[config.mk]
export PLATFORM = sky130hd
export DESIGN_NAME = mda_adc_scan
export DESIGN_NICKNAME = d
export VERILOG_FILES = /design/src/rtl/mda_adc_scan.sv
export SDC_FILE = /design/constraint.sdc
export NUM_CORES = 1
export LEC_CHECK = 0
export CORE_MARGIN = 4
export CORE_UTILIZATION = 62
export CTS_CLUSTER_DIAMETER = 120
export DETAILED_ROUTE_END_ITERATION = 8
export HOLD_SLACK_MARGIN = 0.08
export PLACE_DENSITY = 0.88
export SLEW_MARGIN = 40
export SYNTH_ARGS = -nofsm -noshare
export SYNTH_HDL_FRONTEND = slang
export SYNTH_SLANG_ARGS = --single-unit
export TNS_END_PERCENT = 1
[constraint.sdc]
create_clock -name slave_clk -period 9.67 [get_ports slave_clk]
set_input_delay 1.4505 -clock slave_clk [delete_from_list [all_inputs] [get_ports slave_clk]]
set_output_delay 1.4505 -clock slave_clk [all_outputs]
set_load 0.005 [all_outputs]
[src/rtl/mda_adc_scan.sv]
// Multi-channel ADC scan sequencer: walks a channel mask, averages 2^AVG_LOG2 conversions
// per channel and stores each result in a per-channel LATEST register and a tagged FIFO.
module mda_adc_scan #(
    parameter int NUM_CH     = 8,
    parameter int DATA_W     = 12,
    parameter int AVG_LOG2   = 2,
    parameter int FIFO_DEPTH = 16,
    parameter int TIMEOUT    = 4096
) (
    input  logic              slave_clk,
    input  logic              slave_reset_n,
    input  logic              slave_chipselect_n,
    input  logic [3:0]        slave_addr,
    input  logic              slave_read_n,
    input  logic              slave_write_n,
    input  logic [15:0]       slave_writedata,
    output logic [15:0]       slave_readdata,
    output logic              measure_start,
    output logic [2:0]        measure_ch,
    input  logic              measure_done,
    input  logic [DATA_W-1:0] measure_dataread,
    output logic [2:0]        scan_state
);

    localparam int ACC_W   = DATA_W + AVG_LOG2;
    localparam int CNT_W   = AVG_LOG2 + 1;
    localparam int AVG_N   = 1 << AVG_LOG2;
    localparam int PTR_W   = $clog2(FIFO_DEPTH);
    localparam int LVL_W   = PTR_W + 1;
    localparam int TMO_W   = $clog2(TIMEOUT + 1);
    localparam int ENTRY_W = 3 + DATA_W;

    typedef enum logic [2:0] {
        S_IDLE   = 3'd0,
        S_SELECT = 3'd1,
        S_START  = 3'd2,
        S_WAIT   = 3'd3,
        S_ACC    = 3'd4,
        S_PUSH   = 3'd5
    } state_t;

    state_t              state;
    logic                enable, continuous, overflow, timeout, scan_done;
    logic [NUM_CH-1:0]   ch_mask;
    logic [2:0]          cur_ch;
    logic [ACC_W-1:0]    acc;
    logic [CNT_W-1:0]    cnt;
    logic                discard;
    logic [DATA_W-1:0]   sample;
    logic [TMO_W-1:0]    tmo_cnt;
    logic                done_q;
    logic [DATA_W-1:0]   latest [NUM_CH];

    logic [ENTRY_W-1:0]  mem [FIFO_DEPTH];
    logic [PTR_W-1:0]    wr_ptr, rd_ptr;
    logic [LVL_W-1:0]    level;
    logic                rd_prev;

    logic bus_rd, bus_wr, rd_first, ctrl_wr, mask_wr, flush, pop_req;
    logic fifo_full, fifo_empty, push_req, do_push, do_pop, ovf_set;
    logic done_rise, mask_any, next_found;
    logic [2:0] lowest_ch, next_ch;
    logic [DATA_W-1:0] result;
    logic [ENTRY_W-1:0] head;
    logic [15:0] status, rd_mux;
    logic unused_wdata;

    assign scan_state = state;
    assign unused_wdata = ^slave_writedata[15:NUM_CH];

    assign bus_rd   = !slave_chipselect_n && !slave_read_n;
    assign bus_wr   = !slave_chipselect_n && !slave_write_n;
    // A read access pops at most once: only its first strobed cycle counts.
    assign rd_first = bus_rd && !rd_prev;
    assign ctrl_wr  = bus_wr && (slave_addr == 4'd0);
    assign mask_wr  = bus_wr && (slave_addr == 4'd1);
    assign flush    = ctrl_wr && slave_writedata[2];
    assign pop_req  = rd_first && (slave_addr == 4'd2);

    assign fifo_full  = (level == LVL_W'(FIFO_DEPTH));
    assign fifo_empty = (level == '0);
    assign push_req   = (state == S_PUSH);
    assign do_pop     = pop_req && !fifo_empty && !flush;
    assign do_push    = push_req && !flush && (!fifo_full || do_pop);
    assign ovf_set    = push_req && !flush && fifo_full && !do_pop;
    assign result     = acc[ACC_W-1:AVG_LOG2];
    assign head       = mem[rd_ptr];

    // Handshake: measure_start is a one-cycle request; completion is the rising edge of
    // measure_done, when measure_dataread carries the result of the previous request, so
    // the first conversion after a channel switch is a throw-away.
    assign done_rise = measure_done && !done_q;
    assign mask_any  = |ch_mask;

    always_comb begin
        lowest_ch  = '0;
        next_ch    = '0;
        next_found = 1'b0;
        for (int i = NUM_CH - 1; i >= 0; i--) begin
            if (ch_mask[i]) begin
                lowest_ch = 3'(i);
                if (i > int'(cur_ch)) begin
                    next_ch    = 3'(i);
                    next_found = 1'b1;
                end
            end
        end
    end

    always_comb begin
        status = {8'(level), 2'b00, scan_done, timeout, overflow, fifo_full, fifo_empty,
                  (state != S_IDLE)};
        rd_mux = '0;
        case (slave_addr)
            4'd0: rd_mux = status;
            4'd1: rd_mux = 16'(ch_mask);
            4'd2: if (!fifo_empty) rd_mux = {head[ENTRY_W-1 -: 3], 13'(head[DATA_W-1:0])};
            default: begin
                if (slave_addr >= 4'd8 && int'(slave_addr) < 8 + NUM_CH)
                    rd_mux = 16'(latest[slave_addr[2:0]]);
            end
        endcase
    end

    always_ff @(posedge slave_clk or negedge slave_reset_n) begin
        if (!slave_reset_n) begin
            slave_readdata <= '0;
            rd_prev        <= 1'b0;
        end else begin
            rd_prev <= bus_rd;
            if (rd_first) slave_readdata <= rd_mux;
        end
    end

    always_ff @(posedge slave_clk or negedge slave_reset_n) begin
        if (!slave_reset_n) begin
            wr_ptr <= '0;
            rd_ptr <= '0;
            level  <= '0;
        end else if (flush) begin
            wr_ptr <= '0;
            rd_ptr <= '0;
            level  <= '0;
        end else begin
            if (do_push) wr_ptr <= wr_ptr + PTR_W'(1);
            if (do_pop)  rd_ptr <= rd_ptr + PTR_W'(1);
            case ({do_push, do_pop})
                2'b10:   level <= level + LVL_W'(1);
                2'b01:   level <= level - LVL_W'(1);
                default: level <= level;
            endcase
        end
    end

    always_ff @(posedge slave_clk) begin
        if (do_push) mem[wr_ptr] <= {cur_ch, result};
    end

    always_ff @(posedge slave_clk or negedge slave_reset_n) begin
        if (!slave_reset_n) begin
            state         <= S_IDLE;
            enable        <= 1'b0;
            continuous    <= 1'b0;
            overflow      <= 1'b0;
            timeout       <= 1'b0;
            scan_done     <= 1'b0;
            ch_mask       <= '1;
            cur_ch        <= '0;
            measure_ch    <= '0;
            measure_start <= 1'b0;
            acc           <= '0;
            cnt           <= '0;
            discard       <= 1'b0;
            sample        <= '0;
            tmo_cnt       <= '0;
            done_q        <= 1'b0;
            for (int i = 0; i < NUM_CH; i++) latest[i] <= '0;
        end else begin
            done_q        <= measure_done;
            measure_start <= 1'b0;
            if (ovf_set) overflow <= 1'b1;
            case (state)
                S_IDLE: begin
                    if (enable && mask_any) begin
                        cur_ch <= lowest_ch;
                        state  <= S_SELECT;
                    end
                end
                S_SELECT: begin
                    if (!enable) begin
                        state <= S_IDLE;
                    end else begin
                        measure_ch    <= cur_ch;
                        acc           <= '0;
                        cnt           <= '0;
                        discard       <= 1'b1;
                        measure_start <= 1'b1;
                        state         <= S_START;
                    end
                end
                S_START: begin
                    tmo_cnt <= '0;
                    state   <= S_WAIT;
                end
                S_WAIT: begin
                    if (done_rise) begin
                        sample <= measure_dataread;
                        state  <= enable ? S_ACC : S_IDLE;
                    end else if (tmo_cnt == TMO_W'(TIMEOUT - 1)) begin
                        timeout <= 1'b1;
                        enable  <= 1'b0;
                        state   <= S_IDLE;
                    end else begin
                        tmo_cnt <= tmo_cnt + TMO_W'(1);
                    end
                end
                S_ACC: begin
                    if (!enable) begin
                        state <= S_IDLE;
                    end else if (discard) begin
                        discard       <= 1'b0;
                        measure_start <= 1'b1;
                        state         <= S_START;
                    end else begin
                        acc <= acc + ACC_W'(sample);
                        cnt <= cnt + CNT_W'(1);
                        if (cnt == CNT_W'(AVG_N - 1)) begin
                            state <= S_PUSH;
                        end else begin
                            measure_start <= 1'b1;
                            state         <= S_START;
                        end
                    end
                end
                S_PUSH: begin
                    latest[cur_ch] <= result;
                    if (!enable || !mask_any) begin
                        state <= S_IDLE;
                    end else if (!next_found && !continuous) begin
                        scan_done <= 1'b1;
                        enable    <= 1'b0;
                        state     <= S_IDLE;
                    end else begin
                        cur_ch <= next_found ? next_ch : lowest_ch;
                        state  <= S_SELECT;
                    end
                end
                default: state <= S_IDLE;
            endcase
            // Software writes land after the sequencer so they win a same-cycle conflict.
            if (ctrl_wr) begin
                enable     <= slave_writedata[0];
                continuous <= slave_writedata[1];
                if (slave_writedata[0]) scan_done <= 1'b0;
                if (slave_writedata[3]) begin
                    overflow <= 1'b0;
                    timeout  <= 1'b0;
                end
            end
            if (mask_wr) ch_mask <= slave_writedata[NUM_CH-1:0];
        end
    end

endmodule
[Yosys cells after proc, flatten, opt, wreduce, memory -nomap -nowiden]
Memories as Yosys holds them, arrays and structs flattened.
Index checks and enable logic that the tools add are counted.
Storage, ports and cells
  register bits: 193
  memory bits (writable): 240
  bits of input ports: 38
  output and inout bits: 23
  word-level logic and storage cells: 234
  memories: 1
Cells by class
  $add $sub $neg: 7
  $lt $le $gt $ge: 11
  equal/unequal tests: 25
  multiplexer cells: 107
  bitwise operators: 2
  reductions and logical operators: 52
Memory list
  mem: depth 16, bits a word 15, read ports 1, clocked after Yosys merged registers in 0, wr ports 1, line 54  | logic [ENTRY_W-1:0] mem [FIFO_DEPTH];
Operator list (count)
  3-bit 2-to-1 mux: 36
  96-bit bitwise mux: 1
  12-bit 2-to-1 mux: 4
  16-bit case mux with 3 select lines: 1
  1-bit 2-to-1 mux: 42
  14-bit 2-to-1 mux: 3
  12-bit binary-select mux with 3-bit select: 1
  12-bit demux with 3-bit select: 1
  14-bit case mux with 2 select lines: 1
  13-bit 2-to-1 mux: 2
  13-bit case mux with 2 select lines: 1
  3-bit case mux with 6 select lines: 1
  1-bit logical AND: 17
  16-bit 2-to-1 mux: 1
  4-bit 2-to-1 mux: 4
  2-bit != test (second input constant): 8
  14-bit by 12-bit adder with 14-bit output: 1
  13-bit by 1-bit adder with 13-bit output (second input constant): 1
  13-bit by 12-bit == test with 1-bit output (second input constant): 1
  1-bit zero test: 13
  4-bit >= comparator (second input constant): 3
  3-bit > comparator (first input constant): 4
  3-bit != test (second input constant): 4
  3-bit case mux with 2 select lines: 2
  other kinds (32): 51

[Longest topological paths before layout]
  word-level depth: 22
  depth in mapped cells: 12
  depth with buffers taken out: 10

[Least setup slack after synthesis]
Ideal clock, no wire load.
  path kind: in2reg
  start: in slave_addr[1]
  end: mem mem[4][0] (netlist bit), enable pin
  setup time: 406 ps
  data arrival time: 3959 ps
  data required time: 9264 ps
  path slack: 5305 ps
  stages: 6
  buffers on the path: 1
  path through: buf_4 or4b_4 a211o_4 a211oi_4 nand2_1 nor3_1
Between the ends
  cells in the longest elaborated chain, start to end: 9
  elaborated cells between the ends (all ways): 13
Ends and longest elaborated chain
  from (decl): line 13  | input logic [3:0] slave_addr,
  4-bit zero test: line 75  | assign ctrl_wr = bus_wr && (slave_addr == 4'd0);
  1-bit logical AND: line 75
  1-bit logical AND: line 77  | assign flush = ctrl_wr && slave_writedata[2];
  1-bit zero test: line 83, 84
  1-bit logical AND: line 83  | assign do_pop = pop_req && !fifo_empty && !flush;
  1-bit logical OR: line 84  | assign do_push = push_req && !flush && (!fifo_full || do_pop);
  1-bit logical AND (*): line 84
  1-bit 2-to-1 mux (*): line 156  | if (do_push) mem[wr_ptr] <= {cur_ch, result};
  1-bit 2-to-1 mux (implied by the code) (*): line 156
  to (decl): line 54
Every way passes the cells marked *; elsewhere a longest branch is shown, timed or not.

[Final worst setup path]
  start: in slave_addr[3]
  end: reg level[4]
Between the ends
  cells in the longest elaborated chain, start to end: 10
  elaborated cells between the ends (all ways): 16
Ends and longest elaborated chain
  4-bit zero test: line 75
  1-bit logical AND: line 75
  1-bit logical AND: line 77
  1-bit zero test: line 83, 84
  1-bit logical AND: line 83
  1-bit logical OR: line 84
  1-bit logical AND: line 84
  2-bit by 1-bit == test with 1-bit output / 2-bit == test (equally long branches): line 147  | case ({do_push, do_pop})
  5-bit case mux with 2 select lines: line 147
  5-bit 2-to-1 mux: line 140  | end else if (flush) begin
  to (signal assigned): line 148  | 2'b10: level <= level + LVL_W'(1);
  to (signal assigned): line 149  | 2'b01: level <= level - LVL_W'(1);
  to (signal assigned): line 150  | default: level <= level;
  to (decl): line 56  | logic [LVL_W-1:0] level;
Several ways; a longest one is shown, not always the timed one.
A chain may end at the register's enable or synchronous reset.

==> qor.csv <==
metric;value;unit
status;finished clean;
Crit Path Class;primary input to flip-flop;
Initial Utilization;63.1;%
min Tclk post-route;4.84;ns
placed cell count;1619;
largest area contributor in the netlist;edfxtp_1;
share of the synthesized area in the top cell type;38.4;%
slew margin rel.;43.3;%
Post-synth EDFFs;240;
clk_skew;0.0241;ns
CP max FO;16;
largest net degree at the start of global routing;85;
Die Ht;182;um
Sink Count;433;
post-synth cell types;69;
aggregate global routing overflow;0;
Hold Path Cell Cnt;1;
reg-to-reg startpoint;rd_prev;
wire per inst;24.9;um
share of flip-flops with an asynchronous set or reset;44.6;%
Die X;182;um
via density per instance;6.56;
Non-Filler Instances;1696;
worst path bufs/invs;1;
largest cells by area after synthesis;edfxtp_1 38%, dfrtp_1 25%, mux4_2 9.5%;
syn nets;1280;
Avg Cell Area, Syn;15.4;um2
Via Count;11100;
hold buffer count at cts;0;
Total GRT Usage;25.9;%
crit path capture type;flip-flop;
share of cells above drive strength 1;27.9;%
Clock Tree Root;clkbuf_16;
Synth Flop Type;edfxtp_1;
Synth Register Bits;433;
Final setup violation count;0;
required time of the critical path;10.10;ns
Routed Antenna Nets;0;
Max clock buf depth;3;
ANT cells;0;
postcts setup bufs;0;
top cells by count, synth;240 x edfxtp_1, 185 x dfrtp_1, 140 x mux2_2, 79 x mux4_2;
CP max stage delay;0.81;ns
Hold Startpoint;tmo_cnt[11];
synthesized area;18800;um2
Seq/Total Area, Yosys;64.1;%
initial antenna violation count;0;
I/O pin count;61;
first-pass GRT wire length;66.9;mm
GP Congestion;0.864;
port bufs;52;
hold worst-path end;tmo_cnt[12];
maximum vdd drop;0.134;mV
Hold Path Class;flip-flop to flip-flop;
core footprint;29800;um2
TritonCTS Buffers;43;
Final nets;1337;
Routed WL;42.3;mm
CP cell instances;clkdlybuf4s50_1 -> or4b_4 -> a211o_4 -> nor2_1 -> ha_1 -> a21o_1 -> a21oi_1 -> nand2_1 -> mux4_2 -> o32ai_1;
Final period util;50.0;%
fin. max-slew vios;0;
drt initial violations;1213;
RSZ-0062 raised after global routing;false;
Residual DRC;0;
Cells after Synth;1217;
Reg2Reg Setup Slack;6.19;ns
vias in the first global route;11500;
final hold violation count;0;
first drt pass iteration count;5;
most common cell in the netlist;edfxtp_1;
CP Data Arrival Time;5.27;ns
Reg clk slew, reported paths;0.06;ns
HPWL Detailed;26.6;mm
die area;33200;um2
Area Growth Syn to Fin;13.1;%
delay-heaviest family, CP;simple AND/OR/NAND/NOR gates;
Cell Pwr Density;221;nW/um2
leakage power total;0.00818;uW
Slew @ Worst Pin;0.850;ns
FP Rows;63;
post-CTS sizing;0;
total number of H-tree levels;2;
Worst path slowest cell;clkdlybuf4s50_1;
maxcap violations;0;
Yosys warning count;0;
f_max;207;MHz
setup TNS;0;ns
CP Launch Type;primary input;
cells on worst reg2reg path;9;
CTS tree;built;
FF-to-FF End;level[4];
worst-skew pair later-pin latency;0.56;ns
==> cell usage in the layout (no fill, tap or decap), drive strengths merged, types with 9 or more instances in the layout <==
master / n
edfxtp: 240
dfrtp: 185
mux2: 140
mux4: 80
nand2: 67
nor2: 67
clkbuf: 66
clkdlybuf4s50: 50
nand3: 41
o21ai: 35
a21oi: 33
buf: 27
ha: 23
inv: 21
xor2: 19
nor3: 17
a31oi: 15
mux2i: 12
xnor2: 10
nor2b: 9
clkinv: 9
==> registers in the layout, summed over array words and instances, names as in the netlist, 4 cells and up <==
name	count
acc	14
level	5
tmo_cnt	13
wr_ptr	4
sample	12
slave_readdata	16
rd_ptr	4
ch_mask	8
mem	240
latest	96
==> layer usage <==
layer  global-route usage, %  vias to the layer above  routed length [um]  part of all wire, %
met5                       0                        -                   0                    0
met4                    6.90                        0                1140                  2.7
met3                    4.09                       82                2950                  7.0
met2                    43.9                      457               21900                   52
met1                    35.8                     5786               16200                   38
li1                        -                     4802                   -                    -
==> cell families (layout without fill, tap and decap cells) <==
group           after synthesis  in the layout  synth area share [%]
mux                         232            232                  18.6
simple gates                250            250                  6.37
flops                       433            433                  64.1
fa+ha+maj                    25             25                  1.74
xor+xnor                     29             29                  1.35
buf+inv                      86            175                  1.87
compound gates              162            162                  5.91
==> per-stage QoR <==
stage	utilization (%)	cell area, um2	setup WS (ns)	total power (uW)	hold slack (ns)
floorplan	-	18800	5.30	2830	0.425
detailed placement	66.6	19800	4.35	3090	0.450
global placement	66.4	19800	4.50	3050	0.438
finish	71.3	21200	4.83	4690	0.468
CTS	71.1	21200	4.88	4700	0.475
global route	71.3	21200	4.61	4900	0.492
==> final cells by class <==
cell class | count | area (um2)
Fill cell | 1831 | 8550
Tap cell | 390 | 488
Multi-Input combinational cell | 698 | 6500
Timing Repair Buffer | 78 | 746
Sequential cell | 433 | 12100
Inverter | 20 | 75.1
Clock inverter | 12 | 145
Clock buffer | 65 | 1220
==> power by group <==
group,internal [uW],switching [uW],leakage [uW],total (uW)
Sequential,2080,192,0.00475,2270
Clock,929,681,0.000666,1610
Combinational,410,399,0.00277,809
Total,3410,1270,0.00818,4690
==> worst max path at each step <==
stage,startpoint,to,cells after the start
finish,slave_addr[3],level[4],10
global placement,slave_addr[3],level[4],10
floorplan,slave_addr[1],mem[4][0],6
detailed placement,slave_addr[3],level[4],10
global route,slave_addr[3],level[4],10
CTS,slave_addr[3],level[4],10
Power figures use the tool's default switching activity.
